--- src/rtl/fir_serial_n_pkg.sv ---
// fir_pkg: shared types and helpers for the serial multi-channel FIR.
// Macro FIR_SATURATE_EN selects clamping instead of wrapping in fir_reduce.
package fir_pkg;

  typedef enum logic [1:0] {
    FIR_IDLE,
    FIR_MAC,
    FIR_OUT
  } fir_state_t;

  // Working widths of the output reduction helper.
  localparam int FIR_RED_W = 128;
  localparam int FIR_OUT_W = 64;

  // Accumulator wide enough that TAPS full-scale products never overflow.
  function automatic int fir_acc_w(int n, int taps);
    return 2 * n + $clog2(taps);
  endfunction

  // Reduce a sign-extended shifted accumulator to n bits.
  // The result is sign-extended to FIR_OUT_W; callers keep the low n bits.
  function automatic logic signed [FIR_OUT_W-1:0] fir_reduce(
    logic signed [FIR_RED_W-1:0] v,
    int                          n
  );
    logic signed [FIR_RED_W-1:0] r;
`ifdef FIR_SATURATE_EN
    logic signed [FIR_RED_W-1:0] hi;
    logic signed [FIR_RED_W-1:0] lo;
    hi = (FIR_RED_W'(1) <<< (n - 1)) - FIR_RED_W'(1);
    lo = -hi - FIR_RED_W'(1);
    if (v > hi) r = hi;
    else if (v < lo) r = lo;
    else r = v;
`else
    r = (v <<< (FIR_RED_W - n)) >>> (FIR_RED_W - n);
`endif
    return r[FIR_OUT_W-1:0];
  endfunction

endpackage

--- src/rtl/fir_serial_n_if.sv ---
// fir_serial_n_if: sample in, result out and coefficient write bundle.
// master drives x_*, y_ready, coef_*; slave drives x_ready, y_*.
interface fir_serial_n_if #(
  parameter int N        = 32,
  parameter int TAPS     = 4,
  parameter int CHANNELS = 1
);
  localparam int CW = (CHANNELS > 1) ? $clog2(CHANNELS) : 1;
  localparam int TW = $clog2(TAPS);

  logic signed [N-1:0]  x_in;
  logic [CW-1:0]        x_ch;
  logic                 x_valid;
  logic                 x_ready;
  logic signed [N-1:0]  y_out;
  logic [CW-1:0]        y_ch;
  logic                 y_valid;
  logic                 y_ready;
  logic                 coef_we;
  logic [TW-1:0]        coef_addr;
  logic signed [N-1:0]  coef_data;

  modport master (
    output x_in, x_ch, x_valid, y_ready,
    output coef_we, coef_addr, coef_data,
    input  x_ready, y_out, y_ch, y_valid
  );

  modport slave (
    input  x_in, x_ch, x_valid, y_ready,
    input  coef_we, coef_addr, coef_data,
    output x_ready, y_out, y_ch, y_valid
  );

endinterface

--- src/rtl/fir_serial_n_coef_bank.sv ---
// fir_coef_bank: TAPS x N coefficient registers, one write, one async read.
// Ports: clk, rst (async active-low), we/waddr/wdata, raddr -> rdata.
module fir_coef_bank #(
  parameter int N    = 32,
  parameter int TAPS = 4
) (
  input  logic                     clk,
  input  logic                     rst,
  input  logic                     we,
  input  logic [$clog2(TAPS)-1:0]  waddr,
  input  logic signed [N-1:0]      wdata,
  input  logic [$clog2(TAPS)-1:0]  raddr,
  output logic signed [N-1:0]      rdata
);

  logic signed [N-1:0] b_q [TAPS];
  logic signed [N-1:0] b_d [TAPS];

  always_comb begin
    b_d = b_q;
    if (we) b_d[waddr] = wdata;
  end

  always_ff @(posedge clk or negedge rst) begin
    if (!rst) begin
      for (int k = 0; k < TAPS; k++) b_q[k] <= '0;
    end else begin
      b_q <= b_d;
    end
  end

  assign rdata = b_q[raddr];

endmodule

--- src/rtl/fir_serial_n.sv ---
// fir_serial_n: one shared MAC filtering CHANNELS histories over TAPS taps.
// Ports: clk, rst (async active-low), ena, bus (fir_serial_n_if.slave).
// Macro FIR_SATURATE_EN: clamp the result instead of wrapping it.
module fir_serial_n
  import fir_pkg::*;
#(
  parameter int N        = 32,
  parameter int TAPS     = 4,
  parameter int CHANNELS = 1,
  parameter int FRAC     = 0
) (
  input logic            clk,
  input logic            rst,
  input logic            ena,
  fir_serial_n_if.slave  bus
);

  localparam int CW = (CHANNELS > 1) ? $clog2(CHANNELS) : 1;
  localparam int TW = $clog2(TAPS);
  localparam int AW = fir_acc_w(N, TAPS);
  localparam logic [TW-1:0] LAST = TW'(TAPS - 1);

  fir_state_t state_q, state_d;

  logic [TW-1:0]        cnt_q, cnt_d;
  logic [CW-1:0]        ch_q, ch_d;
  logic signed [AW-1:0] acc_q, acc_d;
  logic signed [N-1:0]  y_q, y_d;
  logic signed [N-1:0]  hist_q [CHANNELS][TAPS];
  logic signed [N-1:0]  hist_d [CHANNELS][TAPS];

  logic                 coef_wr;
  logic                 mac_en;
  logic                 x_fire;
  logic                 ch_ok;
  logic                 x_go;
  logic                 y_fire;
  logic                 last;
  logic signed [N-1:0]  coef_rd;
  logic signed [N-1:0]  hsel;
  logic signed [2*N-1:0] prod;
  logic signed [AW-1:0] acc_sum;
  logic signed [AW-1:0] acc_sh;
  logic signed [FIR_RED_W-1:0] red_in;
  logic signed [FIR_OUT_W-1:0] red;
  logic                 unused_red;

  fir_coef_bank #(
    .N    (N),
    .TAPS (TAPS)
  ) u_coef (
    .clk   (clk),
    .rst   (rst),
    .we    (coef_wr),
    .waddr (bus.coef_addr),
    .wdata (bus.coef_data),
    .raddr (cnt_q),
    .rdata (coef_rd)
  );

  assign x_fire = bus.x_valid && bus.x_ready;
  // Out-of-range channels complete the handshake but start nothing.
  assign ch_ok  = {1'b0, bus.x_ch} < (CW+1)'(CHANNELS);
  assign x_go   = x_fire && ch_ok;
  assign y_fire = bus.y_valid && bus.y_ready;
  assign last   = cnt_q == LAST;

  always_ff @(posedge clk or negedge rst) begin
    if (!rst) state_q <= FIR_IDLE;
    else if (ena) state_q <= state_d;
  end

  always_comb begin
    state_d = state_q;
    unique case (state_q)
      FIR_IDLE: if (x_go) state_d = FIR_MAC;
      FIR_MAC:  if (mac_en && last) state_d = FIR_OUT;
      FIR_OUT:  if (y_fire) state_d = FIR_IDLE;
      default:  state_d = FIR_IDLE;
    endcase
  end

  // A coefficient write in IDLE wins over a sample that cycle.
  always_comb begin
    bus.x_ready = 1'b0;
    bus.y_valid = 1'b0;
    coef_wr     = 1'b0;
    mac_en      = 1'b0;
    unique case (1'b1)
      state_q == FIR_IDLE: begin
        bus.x_ready = ena && !bus.coef_we && rst;
        coef_wr     = ena && bus.coef_we;
      end
      state_q == FIR_MAC: mac_en      = ena;
      state_q == FIR_OUT: bus.y_valid = ena;
      default: ;
    endcase
  end

  always_comb begin
    hsel = '0;
    for (int c = 0; c < CHANNELS; c++) begin
      if (CW'(c) == ch_q) hsel = hist_q[c][cnt_q];
    end
  end

  assign prod    = hsel * coef_rd;
  assign acc_sum = acc_q + AW'(prod);
  assign acc_sh  = acc_sum >>> FRAC;
  assign red_in  = {{(FIR_RED_W-AW){acc_sh[AW-1]}}, acc_sh};
  assign red     = fir_reduce(red_in, N);
  assign unused_red = ^red[FIR_OUT_W-1:N];

  always_comb begin
    cnt_d  = cnt_q;
    ch_d   = ch_q;
    acc_d  = acc_q;
    y_d    = y_q;
    hist_d = hist_q;
    if (x_go) begin
      cnt_d = '0;
      ch_d  = bus.x_ch;
      acc_d = '0;
      for (int c = 0; c < CHANNELS; c++) begin
        if (CW'(c) == bus.x_ch) begin
          hist_d[c][0] = bus.x_in;
          for (int k = 1; k < TAPS; k++) hist_d[c][k] = hist_q[c][k-1];
        end
      end
    end
    if (mac_en) begin
      acc_d = acc_sum;
      cnt_d = cnt_q + 1'b1;
      if (last) begin
        cnt_d = '0;
        y_d   = red[N-1:0];
      end
    end
  end

  always_ff @(posedge clk or negedge rst) begin
    if (!rst) begin
      cnt_q <= '0;
      ch_q  <= '0;
      acc_q <= '0;
      y_q   <= '0;
      for (int c = 0; c < CHANNELS; c++)
        for (int k = 0; k < TAPS; k++) hist_q[c][k] <= '0;
    end else if (ena) begin
      cnt_q  <= cnt_d;
      ch_q   <= ch_d;
      acc_q  <= acc_d;
      y_q    <= y_d;
      hist_q <= hist_d;
    end
  end

  assign bus.y_out = y_q;
  assign bus.y_ch  = ch_q;

endmodule

--- src/flat_wrapper.sv ---
// flat-port wrapper written by rule: the top's interface ports become plain ports
module fir_serial_n_flat import fir_pkg::*;
#(
  parameter int N        = 32,
  parameter int TAPS     = 4,
  parameter int CHANNELS = 1,
  parameter int FRAC     = 0
)
  (clk, rst, ena, bus_x_in, bus_x_ch, bus_x_valid, bus_y_ready, bus_coef_we, bus_coef_addr, bus_coef_data, bus_x_ready, bus_y_out, bus_y_ch, bus_y_valid);
  fir_serial_n_if #(.N(N), .TAPS(TAPS), .CHANNELS(CHANNELS)) bus_i ();
  input logic clk;
  input logic rst;
  input logic ena;
  input wire logic [$bits(bus_i.x_in)-1:0] bus_x_in;
  input wire logic [$bits(bus_i.x_ch)-1:0] bus_x_ch;
  input wire logic [$bits(bus_i.x_valid)-1:0] bus_x_valid;
  input wire logic [$bits(bus_i.y_ready)-1:0] bus_y_ready;
  input wire logic [$bits(bus_i.coef_we)-1:0] bus_coef_we;
  input wire logic [$bits(bus_i.coef_addr)-1:0] bus_coef_addr;
  input wire logic [$bits(bus_i.coef_data)-1:0] bus_coef_data;
  output wire logic [$bits(bus_i.x_ready)-1:0] bus_x_ready;
  output wire logic [$bits(bus_i.y_out)-1:0] bus_y_out;
  output wire logic [$bits(bus_i.y_ch)-1:0] bus_y_ch;
  output wire logic [$bits(bus_i.y_valid)-1:0] bus_y_valid;
  assign bus_i.x_in = bus_x_in;
  assign bus_i.x_ch = bus_x_ch;
  assign bus_i.x_valid = bus_x_valid;
  assign bus_i.y_ready = bus_y_ready;
  assign bus_i.coef_we = bus_coef_we;
  assign bus_i.coef_addr = bus_coef_addr;
  assign bus_i.coef_data = bus_coef_data;
  assign bus_x_ready = bus_i.x_ready;
  assign bus_y_out = bus_i.y_out;
  assign bus_y_ch = bus_i.y_ch;
  assign bus_y_valid = bus_i.y_valid;
  fir_serial_n #(.N(N), .TAPS(TAPS), .CHANNELS(CHANNELS), .FRAC(FRAC)) u_core (.clk(clk), .rst(rst), .ena(ena), .bus(bus_i));
endmodule
--- config.mk ---
export PLATFORM = sky130hd
export DESIGN_NAME = fir_serial_n_flat
export DESIGN_NICKNAME = d
export VERILOG_FILES = /design/src/rtl/fir_serial_n_pkg.sv /design/src/rtl/fir_serial_n_if.sv /design/src/rtl/fir_serial_n_coef_bank.sv /design/src/rtl/fir_serial_n.sv /design/src/flat_wrapper.sv
export SDC_FILE = /design/constraint.sdc
export NUM_CORES = 2
export LEC_CHECK = 0
export ABC_AREA = 1
export BUFFER_PORTS_ARGS = -buffer_cell sky130_fd_sc_hd__buf_2
export CAP_MARGIN = 10
export CELL_PAD_IN_SITES_DETAIL_PLACEMENT = 1
export CELL_PAD_IN_SITES_GLOBAL_PLACEMENT = 2
export CORE_UTILIZATION = 43
export CTS_BUF_LIST = sky130_fd_sc_hd__clkbuf_2 sky130_fd_sc_hd__clkbuf_4 sky130_fd_sc_hd__clkbuf_8
export CTS_CLUSTER_SIZE = 14
export DETAILED_ROUTE_END_ITERATION = 8
export GPL_TIMING_DRIVEN = 0
export HOLD_SLACK_MARGIN = 0.08
export PLACE_DENSITY = 0.95
export SYNTH_ARGS = -nofsm -noshare
export SYNTH_HDL_FRONTEND = slang
export SYNTH_SLANG_ARGS = --single-unit
--- constraint.sdc ---
create_clock -name clk -period 23.5 [get_ports clk]
set_input_delay 2.35 -clock clk [delete_from_list [all_inputs] [get_ports clk]]
set_output_delay 2.35 -clock clk [all_outputs]
set_load 0.02 [all_outputs]
# ---- After elaboration in Yosys (flattened, before gate mapping)
# Cells that the tools add are included.
dict set report totals {
  reg_bits 359
  in_bits 73
  output_inout_bits 35
}
dict set report op_classes {
  n_addsub 2
  n_mul 1
  magnitude_cmp 4
  eq_ne 6
  muxes 23
  n_bitwise 3
  n_reduce_logical 16
}
# cell count
set op_table {}
lappend op_table {{$mux W32} 6}
lappend op_table {{$mux W66} 2}
lappend op_table {{$bmux W32 S2} 2}
lappend op_table {{$bwmux W128} 1}
lappend op_table {{$add A66 B64 Y66} 1}
lappend op_table {{$demux W32 S2} 1}
lappend op_table {{$mul A32 B32 Y64} 1}
lappend op_table {{$mux W2} 6}
lappend op_table {{$logic_and A1 B1 Y1} 8}
lappend op_table {{$ge A3 B3 Y1 const B} 2}
lappend op_table {{$ne A2 B1 Y1 const B} 3}
lappend op_table {{$not A2 Y3} 2}
lappend op_table {{$pmux W2 S3} 1}
lappend op_table {{$reduce_and A3 Y1} 2}
lappend op_table {{$eq A2 B2 Y1 const B} 2}
lappend op_table {{$mux W1} 4}
lappend op_table {{$reduce_and A2 Y1} 2}
lappend op_table {{$reduce_and A4 Y1} 1}
lappend op_table {{$lt A3 B1 Y1 const B} 1}
lappend op_table {{$add A2 B1 Y2 const B} 1}
lappend op_table {{$eq A2 B1 Y1 const B} 1}
lappend op_table {{$logic_not A2 Y1} 1}
lappend op_table {{$reduce_bool A2 Y1} 1}
lappend op_table {{$logic_not A1 Y1} 1}
lappend op_table {{other kinds (2)} 2}

# ---- Logic depth before layout (Yosys ltp)
dict set report depth {
  ltp_word 8
  ltp_mapped 40
  depth_no_buf 37
}

# ---- Modules after synthesis
# From an unflattened synthesis, not the netlist that was laid out.
dict set report unflattened {
  cells_unflattened 4148
  hier_area_um2 32486.2
}
# module n_inst cells_each area_per_inst_um2
set modules_own_cells {}
lappend modules_own_cells {fir_serial_n 1 3212 25764.7}
lappend modules_own_cells {fir_coef_bank 1 936 6721.4}

# ---- Least setup slack after synthesis
# OpenSTA, ideal clock, no wires.
dict set report synth_timing {
  path_kind {register to register}
  from {reg u_core.cnt_q[0]}
  to {reg u_core.acc_q[30]}
  arrival_ns 7.732
  t_required_ns 23.369
  path_slack_ns 15.637
  path_stages_with_launch 38
  path_buffers 4
  cell_sequence {dfrtp_1 -> inv_2 -> buf_6 -> buf_2 -> o21ai_0 -> nand2_1 -> clkbuf_1 -> clkinv_1 -> clkbuf_1 -> nor2_1 -> fa_1 -> fa_1 -> inv_1 -> fa_1 -> fa_1 -> fa_1 -> fa_1 -> inv_1 -> (+2 left out) -> fa_1 -> inv_1 -> ha_1 -> nand2_1 -> nor2_1 -> nor3b_1 -> nand4_1 -> nand3_1 -> nand2_1 -> nand3_1 -> nand2_1 -> nand2_1 -> nand2_1 -> nand2_1 -> a21oi_1 -> or2_2 -> nand3_1 -> o21ai_0}
}
dict set report synth_via {
  elab_chain_len 8
  elab_cells_between_ends 11
  cone_classes {1 x add/sub; 1 x mul; 8 x mux; 1 x bitwise}
}
# item line_no
set synth_lines {}
lappend synth_lines {{start: declaration} fir_serial_n.sv:25} ;# logic [TW-1:0] cnt_q, cnt_d;
lappend synth_lines {{start signal: assignment} fir_serial_n.sv:150} ;# cnt_q <= cnt_d;
lappend synth_lines {{$not A2 Y3 (implied by the code) *} {fir_serial_n_coef_bank.sv:32, fir_serial_n.sv:103}}
lappend synth_lines {{$bmux W32 S2} fir_serial_n.sv:103} ;# if (CW'(c) == ch_q) hsel = hist_q[c][cnt_q];
lappend synth_lines {{$mux W32 (implied by the code) (2 in series)} fir_serial_n.sv:103}
lappend synth_lines {{$mux W32} fir_serial_n.sv:103}
lappend synth_lines {{$mul A32 B32 Y64 *} fir_serial_n.sv:107} ;# assign prod = hsel * coef_rd;
lappend synth_lines {{$add A66 B64 Y66 *} fir_serial_n.sv:108} ;# assign acc_sum = acc_q + AW'(prod);
lappend synth_lines {{$mux W66 *} fir_serial_n.sv:131} ;# if (mac_en) begin
lappend synth_lines {{end signal: assignment} fir_serial_n.sv:145} ;# acc_q <= '0;
lappend synth_lines {{end signal: assignment} fir_serial_n.sv:152} ;# acc_q <= acc_d;
lappend synth_lines {{end: declaration} fir_serial_n.sv:27} ;# logic signed [AW-1:0] acc_q, acc_d;
# Mark *: on every way between the ends. The rest lies on a longest branch, timed or not. The select of a mux whose other input is x is not followed.
# A chain may end at the register's enable or synchronous reset.

# ---- Worst setup path after layout
dict set report layout_timing {
  from {reg u_core.cnt_q[0]}
  to {reg u_core.y_q[31], in the netlist u_core.bus.y_out[31]}
}
dict set report layout_via {
  elab_chain_len 7
  elab_cells_between_ends 12
  cone_classes {1 x add/sub; 1 x mul; 1 x eq/ne; 7 x mux; 1 x bitwise; 1 x reduce/logical}
}
# item line_no
set layout_lines {}
lappend layout_lines {{$not A2 Y3 (implied by the code)} {fir_serial_n_coef_bank.sv:32, fir_serial_n.sv:103}}
lappend layout_lines {{$bmux W32 S2} fir_serial_n.sv:103}
lappend layout_lines {{$mux W32 (implied by the code) (2 in series)} fir_serial_n.sv:103}
lappend layout_lines {{$mux W32} fir_serial_n.sv:103}
lappend layout_lines {{$mul A32 B32 Y64} fir_serial_n.sv:107}
lappend layout_lines {{$add A66 B64 Y66} fir_serial_n.sv:108}
lappend layout_lines {{end signal: assignment} fir_serial_n.sv:153} ;# y_q <= y_d;
lappend layout_lines {{end: declaration} fir_serial_n.sv:28} ;# logic signed [N-1:0] y_q, y_d;
# Several ways; a longest one is shown, not always the timed one. The select of a mux whose other input is x is not followed.

==> results.py <==
metrics = {
    "outcome": {
        "outcome": "complete, no violations",
    },
    "die": {
        "die_w_um": 272,
        "core.rowCount": 98,
        "start_util_pct": 43.5,
        "io_pins": 108,
        "die_area_um2": 73700,
        "core_area_um2": 71700,
        "die_y_um": 272,
    },
    "clocking": {
        "cts_root_buf": "clkbuf_8",
        "htree_levels": 2,
        "cts.sinks": 325,
        "clkLatencyLatePin_ns": 0.71,
        "cts_tree": "yes",
        "cts_made_buffers": 59,
        "post_cts_buffers": 0,
        "ctsHoldBuffers": 0,
        "path_clk_slew_ns": 0.06,
        "cts_resized": 0,
        "clock_path_buffers": 3,
    },
    "drt": {
        "drcViolationCount": 0,
        "drt-initial-drc-count": 1772,
        "final_antenna_net_count": 0,
        "num_vias": 27000,
        "first_pass_iters": 5,
        "via_per_inst": 5.33,
        "wl_per_cell_um": 22.7,
        "routed_wl_um": 115000,
    },
    "synthesis": {
        "ys.warnings.count": 0,
        "ys_top_cells_by_count": "nand2_1 (1116), inv_1 (697), fa_1 (438)",
        "async_flop_share_pct": 100,
        "synth_area_um2": 31200,
        "synth_cell_types": 41,
        "syn-instance-count": 3886,
        "seq_area_frac_synth_pct": 26.0,
        "yosysMostFrequentCell": "nand2_1",
        "synth_ff_type": "dfrtp_1",
        "synth_top_area_share_pct": 28.1,
        "synth-seq-cells": 325,
        "syn-num-nets": 4549,
        "yosys.area.top_type": "fa_1",
        "synth.area.top_cells": "fa_1 (28%), dfrtp_1 (26%), nand2_1 (13%)",
        "synth.avg_cell_area_um2": 8.04,
        "synth-edff-count": 0,
    },
    "sta": {
        "rsz0062_at_grt": "false",
        "period_share_pct": 43.1,
        "min_period_ns": 10.12,
        "tns_ns": 0,
        "maxSlewHeadroom_pct": 18.5,
        "hold-worst-slack_ns": 0.472,
        "max_freq_ghz": 0.0988,
        "fin_skew_ns": 0.0318,
        "tightest_slew_ns": 1.22,
        "setup_viol": 0,
        "drv_slew": 0,
        "finalHoldViolations": 0,
    },
    "worst_setup_path": {
        "crit_path_end_kind": "flop",
        "critPathMaxStageDelay_ns": 0.57,
        "cp_common_cell": "fa_1",
        "slowest_stage": "fa_1",
        "worstSetupPathType": "flop to flop",
        "reg2reg_slack_ns": 13.38,
        "crit_fanout": 10,
        "cp.arrival_ns": 10.74,
        "start_kind": "flop",
        "crit_required_ns": 24.12,
    },
    "global_routing": {
        "grt_pass1_vias": 29200,
        "grt_pass1_wl_um": 177000,
        "grtUsageTotal_pct": 32.0,
        "antenna_found_initial": 3,
        "grt-ovfl-total": 0,
        "grt_max_degree": 119,
    },
    "finish": {
        "fin_nets": 4720,
        "drive_gt1_share_pct": 7.89,
        "syn_to_final_growth_pct": 10.2,
        "postLayoutCoreUtil_pct": 48.0,
        "fin_cells": 5055,
        "fillers": 8917,
    },
    "worst_hold_path": {
        "hold_path.class": "flop to flop",
    },
    "placed_design": {
        "hpwl_um": 90200,
        "dp.cells": 4946,
        "io_buffers": 107,
        "place_congestion": 0.975,
    },
    "flow_run": {
        "max_cap_violations": 0,
    },
}
-- state kept, by name, summed over array words and instances, names as in the netlist --
register,flops
u_core.cnt_q,2
u_core.acc_q,32
u_core.bus.y_out,32
u_core.hist_q,128
u_core.state_q,2
u_core.bus.y_ch,1
u_core.u_coef.b_q,128
-- worst max-delay path, delay by kind of cell (launching register included) --
kind | cells | cell delay, ns
adders and majority gates | 9 | 4.33
buffers and inverters | 11 | 2.61
AOI/OAI and AO/OA | 5 | 1.10
DFF | 1 | 0.43
and+or+nand+nor | 8 | 1.56
-- layer usage --
metal	vias to the layer above	wire length (µm)	GRT usage, %	share of wire, %
met5	-	11	0	0.0096
met4	2	7040	17.1	6.1
met3	315	8050	5.42	7.0
met2	983	53700	52.7	47
met1	13700	46000	40.4	40
li1	12000	-	-	-
-- final timing paths --
kind | start | end | cells past startpoint
setup / recovery | u_core.cnt_q[0] | u_core.bus.y_out[31] | 33
hold / removal | u_core.bus.y_out[23] | u_core.bus.y_out[23] | 2
setup reg to reg | u_core.cnt_q[0] | u_core.bus.y_out[31] | 33
hold reg to reg | u_core.bus.y_out[23] | u_core.bus.y_out[23] | 2
max in group asynchronous | rst | u_core.u_coef.b_q[63] | 3
min in group asynchronous | rst | u_core.bus.y_out[29] | 1
-- final cells by class --
cell class	count	area [µm²]	area share [%]
sequential	325	8130	23.6
multi-input combinational	2672	19600	57.0
clock inverter	8	103	0.298
inverter	729	2740	7.95
tap	950	1190	3.45
timing repair buffer	110	628	1.82
clock buffer	100	1260	3.67
antenna	1	2.50	0.00727
buffer	160	741	2.15
-- cell usage in the layout, fill, tap and decap left out, drive strengths merged, types with 2 or more instances in the layout --
cell / synthesis / layout
fa: 438 / 438
a31oi: 2 / 2
xor2: 20 / 20
nand2: 1120 / 1120
inv: 718 / 720
or2: 7 / 7
a21o: 3 / 3
o21bai: 4 / 4
o21ai: 283 / 283
clkbuf: 109 / 209
buf: 51 / 161
nor2: 369 / 369
o22ai: 12 / 12
nand3b: 4 / 4
a22o: 2 / 2
o211ai: 5 / 5
clkinvlp: 0 / 2
a21oi: 35 / 35
nand3: 185 / 185
dfrtp: 325 / 325
nand4: 3 / 3
xnor2: 16 / 16
nor3: 5 / 5
clkinv: 11 / 14
ha: 152 / 152
-- kinds of logic (layout without fill, tap and decap cells) --
logic type | after synthesis | in the layout | synth area share (%)
AND/OR/NAND/NOR | 1695 | 1695 | 21.8
other | 0 | 1 | 0
XOR/XNOR | 36 | 36 | 1.01
buffers and inverters | 889 | 1107 | 11.1
AO/OA/AOI/OAI | 351 | 351 | 5.86
flip-flops | 325 | 325 | 26.0
adder cells (fa/ha/maj) | 590 | 590 | 34.2
-- metrics by stage --
stage          area, µm²  setup WS, ns
5_1_grt            34400         12.88
6_report           34400         13.38
4_1_cts            34400         13.43
3_3_place_gp       33000         12.48
3_5_place_dp       33100         13.47
2_1_floorplan      31200         15.64
Power is not shown: default switching activity piles up to over one toggle a cycle in this logic, so the estimate is an artifact.
